===== config.mk =====
export PLATFORM = sky130hd
export DESIGN_NAME = mem_stage
export DESIGN_NICKNAME = d
export VERILOG_FILES = /design/src/rtl/mem_stage.sv
export SDC_FILE = /design/constraint.sdc
export NUM_CORES = 1
export LEC_CHECK = 0
export ABC_AREA = 1
export ABC_CLOCK_PERIOD_IN_PS = 5000
export CAP_MARGIN = 5
export CORE_MARGIN = 2
export CORE_UTILIZATION = 42
export DETAILED_ROUTE_END_ITERATION = 12
export PLACE_DENSITY = 0.77
export SLEW_MARGIN = 0
export SYNTH_ARGS = -nofsm -noshare
export SYNTH_HDL_FRONTEND = slang
export SYNTH_SLANG_ARGS = --single-unit

===== constraint.sdc =====
create_clock -name clk -period 5 [get_ports clk]
set_input_delay 1.5 -clock clk [delete_from_list [all_inputs] [get_ports clk]]
set_output_delay 1.5 -clock clk [all_outputs]
set_load 0.05 [all_outputs]

===== src/rtl/mem_stage.sv =====
// Memory-access stage: accepts one instruction from EX, performs the optional
// load/store on the data-memory port, aligns/extends load data and presents a
// single-cycle write-back pulse to WB.
module mem_stage #(
    // Cycles dmem_req may stay high without ack before abort; 0 disables.
    parameter int unsigned MAX_WAIT = 255
) (
    input  logic        clk,
    input  logic        rst,
    // EX interface
    input  logic        ex_valid,
    output logic        ex_ready,
    input  logic [31:0] ex_alu_result,
    input  logic [31:0] ex_store_data,
    input  logic        ex_mem_read,
    input  logic        ex_mem_write,
    input  logic [1:0]  ex_mem_size,
    input  logic        ex_mem_unsigned,
    input  logic        ex_reg_write,
    input  logic [4:0]  ex_dest,
    input  logic        ex_is_b_type,
    // Data-memory interface
    output logic        dmem_req,
    output logic        dmem_we,
    output logic [31:0] dmem_addr,
    output logic [3:0]  dmem_wstrb,
    output logic [31:0] dmem_wdata,
    input  logic        dmem_ack,
    input  logic [31:0] dmem_rdata,
    // WB interface
    output logic        wb_enable,
    output logic [31:0] wb_data,
    output logic [4:0]  wb_dest,
    output logic        wb_is_b_type,
    output logic        misalign_exc,
    output logic        bus_err
);

    typedef enum logic [0:0] {
        StIdle,
        StAccess
    } state_t;

    // Counter is 8 bits wide; a 9-bit limit lets the increment compare cleanly.
    localparam logic [8:0] LP_MAX_WAIT = MAX_WAIT[8:0];
    localparam bit LP_TIMEOUT_EN = (MAX_WAIT != 0);

    state_t      r_state, w_state_next;
    logic [7:0]  r_wait_cnt, w_wait_cnt_next;

    // Fields latched on acceptance
    logic [31:0] r_addr, w_addr_next;
    logic [1:0]  r_size, w_size_next;
    logic        r_unsigned, w_unsigned_next;
    logic        r_reg_write, w_reg_write_next;
    logic [4:0]  r_dest, w_dest_next;
    logic        r_is_b, w_is_b_next;
    logic        r_we, w_we_next;
    logic [3:0]  r_wstrb, w_wstrb_next;
    logic [31:0] r_wdata, w_wdata_next;

    // Registered WB-side outputs
    logic        r_wb_enable, w_wb_enable_next;
    logic [31:0] r_wb_data, w_wb_data_next;
    logic [4:0]  r_wb_dest, w_wb_dest_next;
    logic        r_wb_is_b, w_wb_is_b_next;
    logic        r_misalign, w_misalign_next;
    logic        r_bus_err, w_bus_err_next;

    logic        w_accept;
    logic        w_is_mem;
    logic        w_misaligned;
    logic [3:0]  w_strb;
    logic [31:0] w_wdata_rep;
    logic [31:0] w_lane;
    logic [31:0] w_load_data;
    logic [8:0]  w_wait_inc;
    logic        w_timeout;

    assign ex_ready   = (r_state == StIdle);
    assign dmem_req   = (r_state == StAccess);
    assign w_accept   = ex_valid && (r_state == StIdle);
    assign w_is_mem   = ex_mem_read || ex_mem_write;
    assign w_wait_inc = {1'b0, r_wait_cnt} + 9'd1;
    assign w_timeout  = LP_TIMEOUT_EN && (w_wait_inc == LP_MAX_WAIT);

    // Alignment check, strobes and lane replication for the incoming op
    always_comb begin
        w_misaligned = 1'b0;
        w_strb       = 4'b1111;
        w_wdata_rep  = ex_store_data;
        case (ex_mem_size)
            2'b00: begin
                w_strb      = 4'b0001 << ex_alu_result[1:0];
                w_wdata_rep = {4{ex_store_data[7:0]}};
            end
            2'b01: begin
                w_misaligned = ex_alu_result[0];
                w_strb       = 4'b0011 << ex_alu_result[1:0];
                w_wdata_rep  = {2{ex_store_data[15:0]}};
            end
            default: begin
                // 2'b11 is illegal and handled as a word access
                w_misaligned = |ex_alu_result[1:0];
            end
        endcase
    end

    // Load lane extraction and sign/zero extension
    always_comb begin
        w_lane = dmem_rdata >> {r_addr[1:0], 3'b000};
        case (r_size)
            2'b00:   w_load_data = r_unsigned ? {24'd0, w_lane[7:0]}
                                              : {{24{w_lane[7]}}, w_lane[7:0]};
            2'b01:   w_load_data = r_unsigned ? {16'd0, w_lane[15:0]}
                                              : {{16{w_lane[15]}}, w_lane[15:0]};
            default: w_load_data = w_lane;
        endcase
    end

    // Next-state, latching and retirement logic
    always_comb begin
        w_state_next     = r_state;
        w_wait_cnt_next  = r_wait_cnt;
        w_addr_next      = r_addr;
        w_size_next      = r_size;
        w_unsigned_next  = r_unsigned;
        w_reg_write_next = r_reg_write;
        w_dest_next      = r_dest;
        w_is_b_next      = r_is_b;
        w_we_next        = r_we;
        w_wstrb_next     = r_wstrb;
        w_wdata_next     = r_wdata;
        w_wb_enable_next = 1'b0;
        w_wb_data_next   = r_wb_data;
        w_wb_dest_next   = r_wb_dest;
        w_wb_is_b_next   = 1'b0;
        w_misalign_next  = 1'b0;
        w_bus_err_next   = 1'b0;

        unique case (r_state)
            StIdle: begin
                if (w_accept) begin
                    w_addr_next      = ex_alu_result;
                    w_size_next      = ex_mem_size;
                    w_unsigned_next  = ex_mem_unsigned;
                    w_reg_write_next = ex_reg_write;
                    w_dest_next      = ex_dest;
                    w_is_b_next      = ex_is_b_type;
                    w_we_next        = ex_mem_write;
                    w_wstrb_next     = ex_mem_write ? w_strb : 4'b0000;
                    w_wdata_next     = w_wdata_rep;
                    if (!w_is_mem) begin
                        w_wb_enable_next = ex_reg_write;
                        w_wb_data_next   = ex_alu_result;
                        w_wb_dest_next   = ex_dest;
                        w_wb_is_b_next   = ex_is_b_type;
                    end else if (w_misaligned) begin
                        w_misalign_next = 1'b1;
                    end else begin
                        w_state_next    = StAccess;
                        w_wait_cnt_next = 8'd0;
                    end
                end
            end
            StAccess: begin
                // Ack takes priority over a coincident timeout
                if (dmem_ack) begin
                    w_state_next    = StIdle;
                    w_wait_cnt_next = 8'd0;
                    w_wb_dest_next  = r_dest;
                    w_wb_is_b_next  = r_is_b;
                    if (r_we) begin
                        w_wb_enable_next = 1'b0;
                        w_wb_data_next   = 32'd0;
                    end else begin
                        w_wb_enable_next = r_reg_write;
                        w_wb_data_next   = w_load_data;
                    end
                end else if (w_timeout) begin
                    w_state_next    = StIdle;
                    w_wait_cnt_next = 8'd0;
                    w_bus_err_next  = 1'b1;
                end else begin
                    w_wait_cnt_next = w_wait_inc[7:0];
                end
            end
        endcase
    end

    // State and datapath registers with asynchronous reset
    always_ff @(posedge clk or posedge rst) begin
        if (rst) begin
            r_state     <= StIdle;
            r_wait_cnt  <= 8'd0;
            r_addr      <= 32'd0;
            r_size      <= 2'd0;
            r_unsigned  <= 1'b0;
            r_reg_write <= 1'b0;
            r_dest      <= 5'd0;
            r_is_b      <= 1'b0;
            r_we        <= 1'b0;
            r_wstrb     <= 4'd0;
            r_wdata     <= 32'd0;
            r_wb_enable <= 1'b0;
            r_wb_data   <= 32'd0;
            r_wb_dest   <= 5'd0;
            r_wb_is_b   <= 1'b0;
            r_misalign  <= 1'b0;
            r_bus_err   <= 1'b0;
        end else begin
            r_state     <= w_state_next;
            r_wait_cnt  <= w_wait_cnt_next;
            r_addr      <= w_addr_next;
            r_size      <= w_size_next;
            r_unsigned  <= w_unsigned_next;
            r_reg_write <= w_reg_write_next;
            r_dest      <= w_dest_next;
            r_is_b      <= w_is_b_next;
            r_we        <= w_we_next;
            r_wstrb     <= w_wstrb_next;
            r_wdata     <= w_wdata_next;
            r_wb_enable <= w_wb_enable_next;
            r_wb_data   <= w_wb_data_next;
            r_wb_dest   <= w_wb_dest_next;
            r_wb_is_b   <= w_wb_is_b_next;
            r_misalign  <= w_misalign_next;
            r_bus_err   <= w_bus_err_next;
        end
    end

    assign dmem_we      = r_we;
    assign dmem_addr    = {r_addr[31:2], 2'b00};
    assign dmem_wstrb   = r_wstrb;
    assign dmem_wdata   = r_wdata;
    assign wb_enable    = r_wb_enable;
    assign wb_data      = r_wb_data;
    assign wb_dest      = r_wb_dest;
    assign wb_is_b_type = r_wb_is_b;
    assign misalign_exc = r_misalign;
    assign bus_err      = r_bus_err;

endmodule


Word-level counts from Yosys, hierarchy flattened
Cells that the tools add are included.
{"block": "op_classes", "n_addsub": 1, "n_eq_ne": 8, "shift": 3, "muxes": 44, "n_bitwise": 1, "reduce_logical": 8}
{"operator": "32-bit 2-to-1 mux", "count": 6}
{"operator": "32-bit case mux with 2 select lines", "count": 3}
{"operator": "8-bit 2-to-1 mux", "count": 5}
{"operator": "32-bit by 5-bit >> shifter with 32-bit output", "count": 1}
{"operator": "1-bit 2-to-1 mux", "count": 19}
{"operator": "8-bit case mux with 2 select lines", "count": 1}
{"operator": "5-bit 2-to-1 mux", "count": 3}
{"operator": "5-bit case mux with 2 select lines", "count": 1}
{"operator": "8-bit by 1-bit adder with 9-bit output, second input constant", "count": 1}
{"operator": "9-bit by 8-bit equality test with 1-bit output, second input constant", "count": 1}
{"operator": "1-bit case mux with 2 select lines", "count": 4}
{"operator": "4-bit case mux with 2 select lines", "count": 1}
{"operator": "2-bit inequality test, second input constant", "count": 3}
{"operator": "3-bit AND reduction", "count": 2}
{"operator": "2-bit by 1-bit equality test with 1-bit output, second input constant", "count": 2}
{"operator": "2-bit zero test", "count": 2}
{"operator": "4-bit 2-to-1 mux", "count": 1}
{"operator": "2-bit by 1-bit inequality test with 1-bit output, second input constant", "count": 2}
{"operator": "1-bit by 2-bit << shifter with 4-bit output, first input constant", "count": 1}
{"operator": "2-bit by 2-bit << shifter with 4-bit output, first input constant", "count": 1}
{"operator": "2-bit AND reduction", "count": 1}
{"operator": "2-bit OR reduction", "count": 1}
{"operator": "1-bit logical AND", "count": 1}
{"operator": "1-bit logical OR", "count": 1}
{"operator": "1-bit inverter", "count": 1}
{"block": "totals", "regBits": 129, "input_bits": 112, "output_inout_bits": 112, "elab_cells": 82}

Depth between registers and ports, before layout
Gate-level depths: netlist of run 1.
{"block": "logic_depth", "word_depth": 6, "ltp_mapped": 10, "mapped_depth_nobuf": 10}

Least setup slack after synthesis of run 1
No wires, ideal clock.
{"block": "synth_timing", "kind": "reg-to-output", "from": "register r_state, in the netlist dmem_req", "to": "output ex_ready", "t_arrival_ns": 1.380, "t_required_ns": 3.500, "path_slack_ns": 2.120, "stages_incl_launch_ff": 4, "path_buffers": 2, "path_cell_list": "dfrtp_1 > inv_2 > buf_2 > buf_2"}
{"block": "synth_via", "elab_chain_len": 1}
{"element": "from (decl)", "line": "48", "rtl": "state_t r_state, w_state_next;"}
{"element": "from (signal assigned)", "line": "194", "rtl": "r_state <= StIdle;"}
{"element": "from (signal assigned)", "line": "212", "rtl": "r_state <= w_state_next;"}
{"element": "1-bit inverter (no source line)"}
{"element": "to (decl)", "line": "12", "rtl": "output logic ex_ready,"}
No other way between the ends.

Worst setup path in the final report of run 1
{"block": "layout_timing", "from": "input ex_mem_size[1]", "to": "register r_wait_cnt[6]"}
{"block": "layout_via", "elab_chain_len": 4, "word_cells_on_any_way": 5, "classes_between": "2 x eq/ne; 1 x mux; 2 x reduce/logical"}
{"element": "from (decl)", "line": "17", "rtl": "input logic [1:0] ex_mem_size,"}
{"element": "2-bit by 1-bit equality test with 1-bit output / 2-bit zero test (equally long branches)", "line": "92", "rtl": "case (ex_mem_size)"}
{"element": "1-bit case mux with 2 select lines (*)", "line": "92"}
{"element": "2-bit inequality test (no source line) (*)"}
{"element": "3-bit AND reduction (no source line) (*)"}
{"element": "to (signal assigned)", "line": "213", "rtl": "r_wait_cnt <= w_wait_cnt_next;"}
{"element": "to (decl)", "line": "49", "rtl": "logic [7:0] r_wait_cnt, w_wait_cnt_next;"}
Every way passes the cells marked *; elsewhere a longest branch is shown, timed or not.
A chain may end at the register's enable or synchronous reset.

==> impl_results.md, run 1 <==
- Area contributors post-synth: dfrtp_1 47%, nand2_1 16%, a21oi_2 7.6%
- End-of-flow core utilization: 59.41%
- Antenna fix cells: 0
- Ports: 224
- FILL cells: 1,485
- Seq. cell area: 0.003228 mm2
- Startpoint Class: input pin
- Routed Antenna Nets: 0
- Core Area: 0.01600 mm2
- Register area share after synthesis: 46.67%
- WP data arrival: 3810 ps
- Clock sink total: 129
- Cell count after synthesis: 867
- Number of global-route vias before repair: 6,250
- H-tree levels: 4
- Ys flop type: dfrtp_1
- Cells after DPL: 1,227
- Flops & latches, synth: 129
- GRT Overall Usage: 23.36%
- Row Count: 46
- Post-cts sizing count: 0
- Placed cell areas: 0.008912 mm2
- Initial antenna violation count: 0
- Status: complete, no violations
- Post-Syn Area per Cell: 7.978 um2
- RSZ-0062 raised after global routing: false
- Final Cell Area: 0.009505 mm2
- CTS tree: yes
- Initial core utilization: 43.23%
- Synth-to-Final Area Change: 37.43%
- Final nets: 1,144
- Final HPWL DP: 13,810 um
- Total Power: 4.524 mW
- RD Place Congestion: 0.8537
- Port bufs: 221
- Vias per cell: 5.075
- Crit path time final: 3454 ps
- Setup CP Type: in2reg
- Final std cells w/o fill: 1,259
- Achievable Freq: 0.2896 GHz
- Synth Area in Adders: 0.3618%
- Clk root buf: clkbuf_16
- Largest delay share family, worst path: buffers and inverters
- TritonCTS buffer count: 17
- Iteration count of the initial detailed-routing pass: 5
- Die width: 132.3 um
- CP bufs+invs: 2
- First-pass GRT wire length: 32,570 um
- P per Cell Area: 476.0 mW/mm2
- Hold_buf cts: 0
- Routed WL: 20,170 um
- Final Setup Violations: 0
- Clock latency on the worst-skew pair: 420 ps
- CP Capture Type: flip-flop
- Detailed-route DRC error count: 0
- Routed wire per std cell: 16.02 um
- Area of the die: 0.01751 mm2
- Remaining global-route overflow: 0
- Netlist cell types: 30
- FFs w/ async S/R, synth: 100.0%
- Worst path most repeated cell: nand3_1
- Synth Area in XOR/XNOR: 0.1266%
- Multi-input gate area: 0.003015 mm2
- Clock-pin slew on the worst setup and hold paths: 60 ps
- Worst-Margin Slew: 1079 ps
- Number of synthesized flops with an enable pin: 0
- YS warnings: 0
- Largest family of logic cells by synthesized area: simple AND/OR/NAND/NOR gates
- Period utilisation layout: 69.07%
- Setup bufs post-CTS: 0
- Maxcap violations: 0
- Max Clock Skew: 10.11 ps
- Share of cells above drive strength 1: 10.93%
- Die height: 132.3 um
- CP max stage delay: 790 ps
- Clk buf depth: 2
- Worst EP required: 5350 ps
- Slew Limit Headroom: 28.09%
- Initial DRC Count: 528
- Crit-path max FO: 15
- Share of the synthesized area in the top cell type: 46.67%
- Final Max Tran Viols: 0
- Static leakage: 4.183 nW
- Mux share of post-synthesis cell area: 0%
- DR vias: 6,390
- Setup TNS Final: 0 ps
- CP max-delay cell: clkdlybuf4s50_1
- Post-Synth Simple-Gate Area: 25.07%
- Final hold violation count: 0
- Post-synthesis instance area: 0.006917 mm2
- Hold crit path type: reg2reg
- Largest net degree at the start of global routing: 118
- Leading area contributor after synthesis: dfrtp_1
- Maximum vdd drop: 0.2367 mV
- Synth Area in Compound Gates: 17.93%
- Critical-path cell list: clkdlybuf4s50_1, inv_1, nand3_1, nand4_1, a21oi_1, nand3_1, nand2_1
[cell usage after synthesis, types with 2 or more instances]
library cell,instances
a21oi_1,53
a21oi_2,60
a31oi_1,14
buf_2,27
buf_4,33
buf_6,4
buf_8,3
clkbuf_1,16
dfrtp_1,129
ha_1,2
inv_1,31
inv_2,5
nand2_1,301
nand2_4,3
nand3_1,37
nand3_4,2
nand4_1,2
nor2_1,70
nor2_2,2
nor2_8,2
nor3_1,2
o211ai_1,14
o21ai_0,47
o21bai_1,2
[kinds of logic after synthesis]
group / Yosys count
other cells: 1
buf+inv: 120
compound gates: 191
flops: 129
xor+xnor: 1
simple gates: 423
fa+ha+maj: 2
[per-stage QoR]
step	worst slack [ps]	hold WS (ps)
global route	1321	494.3
CTS	1583	479.9
global placement	1340	460.6
floorplan	59.01	449.2
detailed placement	1207	464.0
finish	1546	475.2
[final cells by class]
type                       instances  share of cell area (%)
sequential                       129                   33.96
multi-input combinational        619                   31.72
timing repair buffer             226                   23.67
clock buffer                      17                   4.475
tap                              216                   2.843
clock inverter                    15                   1.764
inverter                          37                   1.566
[tightest hold or removal path, stage by stage (launching register included)]
cell and delay [ps]:
dfrtp_1 340, nand2_1 50, nand2_1 50
[power breakdown]
group          switching [mW]  internal, mW  total [mW]
sequential              0.153          1.26        1.41
combinational            1.25         0.608        1.86
clock                   0.476         0.779        1.26
total                    1.88          2.65        4.52
[placed cells by master, fill, tap and decap left out, types with 2 or more instances in the layout]
cell type	instances
o21ai_0	47
o21bai_1	2
a31oi_1	14
nor2_8	2
inv_6	3
nand2_1	301
nand3_1	37
clkinv_2	6
bufinv_16	3
a21oi_2	60
nand3_4	2
clkinvlp_4	4
buf_4	5
dfrtp_1	129
ha_1	2
nand2_4	3
clkdlybuf4s50_1	221
inv_2	5
nor3_1	2
nor2_2	2
inv_1	30
conb_1	2
clkbuf_16	17
nor2_1	70
o211ai_1	14
nand4_1	2
a21oi_1	53
[metal layers]
| metal | GRT usage (%) | vias up | part of all wire (%) |
|---|---|---|---|
| met2 | 39.03 | 245 | 49 |
| met3 | 7.228 | 30 | 7.8 |
| li1 | - | 3104 | - |
| met1 | 29.07 | 3011 | 42 |
| met5 | 0 | - | 0 |
| met4 | 7.168 | 0 | 1.6 |
[worst paths after layout]
kind,startpoint,endpoint,slack [ps],cells after the start
min in group asynchronous,rst,r_addr[26]$_DFFE_PP0P_,1690,2
hold / removal,r_addr[15]$_DFFE_PP0P_,r_addr[15]$_DFFE_PP0P_,480,2
max in group asynchronous,rst,r_addr[13]$_DFFE_PP0P_,2440,3
hold reg to reg,r_addr[15]$_DFFE_PP0P_,r_addr[15]$_DFFE_PP0P_,480,2
setup reg to reg,dmem_req$_DFF_PP0_,dmem_wstrb[2]$_DFFE_PP0P_,2330,7
setup / recovery,ex_mem_size[1],r_wait_cnt[6]$_DFFE_PP0P_,1550,7
[state kept, by name, indices dropped and copies added (netlist names)]
signal and cells:
dmem_wdata 32, r_is_b 1, wb_dest 5, r_reg_write 1, wb_enable 1, wb_data 32, wb_is_b_type 1, misalign_exc 1
dmem_we 1, r_wait_cnt 8, r_dest 5, dmem_wstrb 4, r_unsigned 1, r_addr 32, dmem_req 1, bus_err 1
r_size 2
(Power assumes the default switching activity.)
==> run 2: changes to the inputs <==
--- a/config.mk
+++ b/config.mk
@@ -6,7 +6,7 @@
 export NUM_CORES = 1
 export LEC_CHECK = 0
 export ABC_AREA = 1
-export ABC_CLOCK_PERIOD_IN_PS = 5000
+export ABC_CLOCK_PERIOD_IN_PS = 3100
 export CAP_MARGIN = 5
 export CORE_MARGIN = 2
 export CORE_UTILIZATION = 42
==> constraint.sdc (replaced) <==
create_clock -name clk -period 3.1 [get_ports clk]
set_input_delay 0.93 -clock clk [delete_from_list [all_inputs] [get_ports clk]]
set_output_delay 0.93 -clock clk [all_outputs]
set_load 0.05 [all_outputs]
==> run 2 against run 1 <==
Largest power group unchanged. Sequential cell count stayed put. Design area is 1.2% higher. Via count is 1.1% higher. Setup slack worse by 1100 ps. Non-clock buffer count is 9 higher. Hold slack hardly changed. First-iteration DRC count is 13% lower. Routed wire length is 1.4% higher. Largest cell class unchanged. Die area stayed put. Final cell count is 0.71% higher.
==> impl_results.md, run 2 (same netlist as run 1, synthesis figures left out) <==
- Status: complete, no violations
- Achievable Freq: 0.3707 GHz
- Die width: 132.3 um
- Final nets: 1,153
- Largest net degree at the start of global routing: 80
- Final std cells w/o fill: 1,268
- CP Capture Type: primary output
- Routed wire per std cell: 16.13 um
- Final Setup Violations: 0
- DR vias: 6,458
- Maxcap violations: 0
- Row Count: 46
- Remaining global-route overflow: 0
- RSZ-0062 raised after global routing: false
- Commonest non-fill, non-tap cell in the layout: nand2_1
- Iteration count of the initial detailed-routing pass: 5
- Largest delay share family, worst path: buffers and inverters
- Static leakage: 4.237 nW
- Setup bufs post-CTS: 0
- Hold Startpoint: r_addr[30]$_DFFE_PP0P_
- CP Launch Point: dmem_we$_DFFE_PP0P_
- Crit-path max FO: 3
- Setup ws final: 402.6 ps
- Worst EP required: 2170 ps
- Area of the die: 0.01751 mm2
- Max Clock Skew: 9.872 ps
- WP data arrival: 1770 ps
- Hold crit path type: reg2reg
- Post-cts sizing count: 0
- Final hold violation count: 0
- Setup CP Type: reg2out
- Seq. cell area: 0.003228 mm2
- Routed Antenna Nets: 0
- Initial core utilization: 43.23%
- P per Cell Area: 758.9 mW/mm2
- Detailed-route DRC error count: 0
- Antenna fix cells: 0
- Clock-pin slew on the worst setup and hold paths: 50 ps
- Multi-input gate area: 0.003015 mm2
- Startpoint Class: flip-flop
- Hold_buf cts: 0
- CP max-delay cell: clkdlybuf4s50_1
- CTS tree: yes
- Synth-to-Final Area Change: 39.02%
- Crit path time final: 2697 ps
- Initial antenna violation count: 0
- Clk buf depth: 2
- Most frequent cells in the layout: 301 x nand2_1, 220 x clkdlybuf4s50_1, 129 x dfrtp_1
- Setup TNS Final: 0 ps
- H-tree levels: 4
- FILL cells: 1,466
- Cells after DPL: 1,236
- Vias per cell: 5.093
- Maximum vdd drop: 0.4142 mV
- Critical-path cell list: clkdlybuf4s50_1
- Final HPWL DP: 14,410 um
- RD Place Congestion: 0.8810
- Number of global-route vias before repair: 6,470
- Die height: 132.3 um
- Clock latency on the worst-skew pair: 420 ps
- Worst R2R Start: dmem_req$_DFF_PP0_
- Slew Limit Headroom: 44.63%
- TritonCTS buffer count: 17
- Core Area: 0.01600 mm2
- Final Max Tran Viols: 0
- Initial DRC Count: 460
- Port bufs: 221
- Worst-Margin Slew: 830.6 ps
- Period utilisation layout: 87.01%
- Share of cells above drive strength 1: 11.79%
- Dpl ws: 443.5 ps
- GRT Overall Usage: 23.63%
- Routed WL: 20,450 um
- Hold_ws: 475.1 ps
- Clock sink total: 129
- First-pass GRT wire length: 33,090 um
- CP max stage delay: 890 ps
- Clk root buf: clkbuf_16
- CP bufs+invs: 1
- Ports: 224
==> run 2: final cells by class <==
cell class              count  area share (%)
flip-flops and latches    129           33.57
repair buffers            235           24.59
multi-input cells         619           31.36
inverters                  37           1.535
clock buffers              19           4.710
well taps                 216           2.811
clock inverters            13           1.418
==> run 2: worst paths after layout <==
check,end,slack [ps],cells after the start
setup / recovery,dmem_we,400,1
hold / removal,r_addr[30]$_DFFE_PP0P_,480,2
setup reg to reg,wb_data[27]$_DFFE_PP0P_,1140,8
hold reg to reg,r_addr[30]$_DFFE_PP0P_,480,2
max in group asynchronous,wb_data[21]$_DFFE_PP0P_,1740,3
min in group asynchronous,dmem_wdata[7]$_DFFE_PP0P_,970,3
==> run 2: report_power, final <==
part / internal, mW / leakage [nW] / switching, mW
combinational: 1.00 / 2.41 / 2.04
sequential: 2.03 / 1.55 / 0.232
clock: 1.22 / 0.281 / 0.764
==> run 2: routing by layer <==
metal  vias to the layer above  track usage [%]  part of all wire [%]
met2                       259            38.77                    48
met5                         -                0                     0
li1                       3129                -                     -
met1                      3034            29.74                    41
met4                         0            8.244                   1.8
met3                        36            7.074                   9.1
==> run 2: tightest hold or removal path: stages, from the launching register on <==
cell	delay, ps
dfrtp_1	330
nand2_1	50
nand2_1	60
==> run 2: per-stage QoR <==
| step | area [um2] | utilization (%) | total power [mW] |
|---|---|---|---|
| 3_5_place_dp | 9026 | 56.41 | 5.340 |
| 2_1_floorplan | 6924 | - | 4.389 |
| 4_1_cts | 9615 | 60.10 | 7.350 |
| 3_3_place_gp | 9026 | 56.41 | 5.305 |
| 5_1_grt | 9615 | 60.10 | 7.642 |
| 6_report | 9615 | 60.10 | 7.297 |
==> run 3: changes to the inputs <==
--- a/config.mk
+++ b/config.mk
@@ -5,13 +5,13 @@
 export SDC_FILE = /design/constraint.sdc
 export NUM_CORES = 1
 export LEC_CHECK = 0
-export ABC_AREA = 1
+export ABC_AREA = 0
 export ABC_CLOCK_PERIOD_IN_PS = 3100
 export CAP_MARGIN = 5
 export CORE_MARGIN = 2
-export CORE_UTILIZATION = 42
+export CORE_UTILIZATION = 41
 export DETAILED_ROUTE_END_ITERATION = 12
-export PLACE_DENSITY = 0.77
+export PLACE_DENSITY = 0.76
 export SLEW_MARGIN = 0
 export SYNTH_ARGS = -nofsm -noshare
 export SYNTH_HDL_FRONTEND = slang
==> run 3 against run 2 <==
Highest routed layer unchanged. First-iteration DRC count decreased by 17%. Utilization is 0.91 points higher. Largest power group unchanged. Combinational power decreased by 9.9%. Sequential share of layout area increased by 0.98 points. Sequential power hardly changed. Critical path depth is the same. Die area decreased by 3.8%. Setup slack improved by 88 ps. Synthesized cell count decreased by 17%.
==> impl_results.md, run 3 <==
- Status: complete, no violations
- Remaining global-route overflow: 0
- Post-synthesis instance area: 0.006485 mm2
- Clk root buf: clkbuf_16
- Commonest non-fill, non-tap cell in the layout: nand2_1
- Core Area: 0.01531 mm2
- Largest net degree at the start of global routing: 104
- Worst R2R Start: r_addr[0]$_DFFE_PP0P_
- Share of the synthesized area in the top cell type: 49.78%
- Critical-path cell list: clkdlybuf4s50_1
- Share of cells above drive strength 1: 7.809%
- Hold_buf cts: 0
- Flops & latches, synth: 129
- Die width: 129.8 um
- Number of synthesized flops with an enable pin: 0
- Synth Area in Adders: 0.3859%
- Hold Startpoint: r_addr[14]$_DFFE_PP0P_
- Max Clock Skew: 6.988 ps
- Slew Limit Headroom: 34.53%
- Ports: 224
- Startpoint Class: flip-flop
- Routed wire per std cell: 16.99 um
- Setup TNS Final: 0 ps
- YS warnings: 0
- Routed Antenna Nets: 0
- Die height: 129.8 um
- Worst-Margin Slew: 982.1 ps
- Ys flop type: dfrtp_1
- Static leakage: 4.337 nW
- Post-Syn Area per Cell: 8.970 um2
- Period utilisation layout: 84.18%
- Final std cells w/o fill: 1,134
- RD Place Congestion: 0.8737
- Synth-to-Final Area Change: 44.07%
- Final nets: 1,023
- Final HPWL DP: 14,050 um
- WP data arrival: 1680 ps
- P per Cell Area: 757.3 mW/mm2
- Achievable Freq: 0.3832 GHz
- Mux share of post-synthesis cell area: 8.624%
- CP bufs+invs: 1
- DR vias: 5,666
- Worst EP required: 2170 ps
- Maxcap violations: 0
- Routed WL: 19,270 um
- Synth Area in Compound Gates: 12.19%
- First-pass GRT wire length: 30,090 um
- Clock-pin slew on the worst setup and hold paths: 50 ps
- Iteration count of the initial detailed-routing pass: 4
- Crit-path max FO: 4
- Area contributors post-synth: dfrtp_1 50%, nand2_1 14%, mux2i_1 7.4%
- CTS tree: yes
- Synth top cells by count: 234 x nand2_1, 129 x dfrtp_1, 65 x o21ai_0, 48 x mux2i_1, 36 x buf_4
- GRT Overall Usage: 23.38%
- Initial DRC Count: 384
- Cell count after synthesis: 723
- CP max stage delay: 860 ps
- Area of the die: 0.01684 mm2
- Initial antenna violation count: 0
- Final Cell Area: 0.009343 mm2
- CP max-delay cell: clkdlybuf4s50_1
- Leading area contributor after synthesis: dfrtp_1
- Port bufs: 221
- Final hold violation count: 0
- Row Count: 45
- Detailed-route DRC error count: 0
- Clock latency on the worst-skew pair: 420 ps
- Setup CP Type: reg2out
- Most frequent cell after synthesis: nand2_1
- Initial core utilization: 42.34%
- Placed cell areas: 0.008725 mm2
- Final Setup Violations: 0
- FFs w/ async S/R, synth: 100.0%
- Register area share after synthesis: 49.78%
- Synth Area in XOR/XNOR: 0.6753%
- Number of global-route vias before repair: 5,594
- Largest delay share family, worst path: buffers and inverters
- Hold crit path type: reg2reg
- Setup bufs post-CTS: 0
- Most frequent cells in the layout: 234 x nand2_1, 220 x clkdlybuf4s50_1, 129 x dfrtp_1
- Cells after DPL: 1,101
- Crit path time final: 2610 ps
- RSZ-0062 raised after global routing: false
- CP Launch Point: dmem_we$_DFFE_PP0P_
- Vias per cell: 4.996
- Final Max Tran Viols: 0
- H-tree levels: 4
- Post-cts sizing count: 0
- Largest family of logic cells by synthesized area: simple AND/OR/NAND/NOR gates
- Netlist cell types: 44
- Post-Synth Simple-Gate Area: 20.72%
- Maximum vdd drop: 0.4749 mV
- Clock sink total: 129
- CP Capture Type: primary output
- TritonCTS buffer count: 17
- Clk buf depth: 2
run 3: cell types whose count changed after synthesis, sizes merged, moves of 25 or more:
cell / change
a21oi: -83
nand2: -71
and3: +25
nor2: -51
mux2i: +48
nand3: -30
inv: -30
o21ai: +28
run 3: metrics by stage:
| step | hold slack (ps) | power, mW | worst slack [ps] | util [%] |
|---|---|---|---|---|
| 2_1_floorplan | 445.4 | 4.091 | 574.8 | - |
| 3_3_place_gp | 457.5 | 4.991 | 283.5 | 56.97 |
| 3_5_place_dp | 461.5 | 5.023 | 212.7 | 56.97 |
| 4_1_cts | 475.2 | 7.125 | 473.0 | 60.99 |
| 5_1_grt | 496.5 | 7.391 | 440.1 | 60.99 |
| 6_report | 470.3 | 7.076 | 490.3 | 61.00 |
run 3: kinds of logic after synthesis:
logic type,after synthesis
AO/OA/AOI/OAI,135
XOR/XNOR,5
adder cells (fa/ha/maj),2
buffers and inverters,83
flip-flops,129
multiplexers,55
other,1
AND/OR/NAND/NOR,313
run 3: worst paths after layout:
kind | to | slack, ps | cells after the start
min reg2reg | r_addr[14]$_DFFE_PP0P_ | 470 | 2
max | dmem_we | 490 | 1
min | r_addr[14]$_DFFE_PP0P_ | 470 | 2
max in group asynchronous | dmem_wdata[19]$_DFFE_PP0P_ | 1550 | 3
max reg2reg | wb_data[11]$_DFFE_PP0P_ | 910 | 6
min in group asynchronous | r_wait_cnt[7]$_DFFE_PP0P_ | 960 | 2
run 3: area by class of cell:
class,instances,area [um2]
Antenna cell,1,2.502
Clock buffer,22,484.2
Clock inverter,10,131.4
Fill cell,1344,5972
Inverter,7,30.03
Multi-Input combinational cell,512,2785
Sequential cell,129,3228
Tap cell,211,264.0
Timing Repair Buffer,242,2417
run 3: layer usage:
metal	vias to the layer above	routed length, um	GRT usage [%]
met5	-	0	0
met3	21	1129	6.191
met1	2703	8502	30.58
met4	0	381	8.665
li1	2772	-	-
met2	170	9257	37.54
run 3: where the power goes:
part	internal [mW]	switching, mW	total, mW
Combinational	0.949	1.79	2.74
Sequential	2.02	0.235	2.26
Clock	1.34	0.737	2.08
run 3: worst reg2reg max path, stage by stage (launching register included):
cell	delay (ps)
dfrtp_1	850
buf_4	300
mux2i_1	100
mux2i_1	230
nor3b_4	380
a21oi_1	90
o21ai_1	160
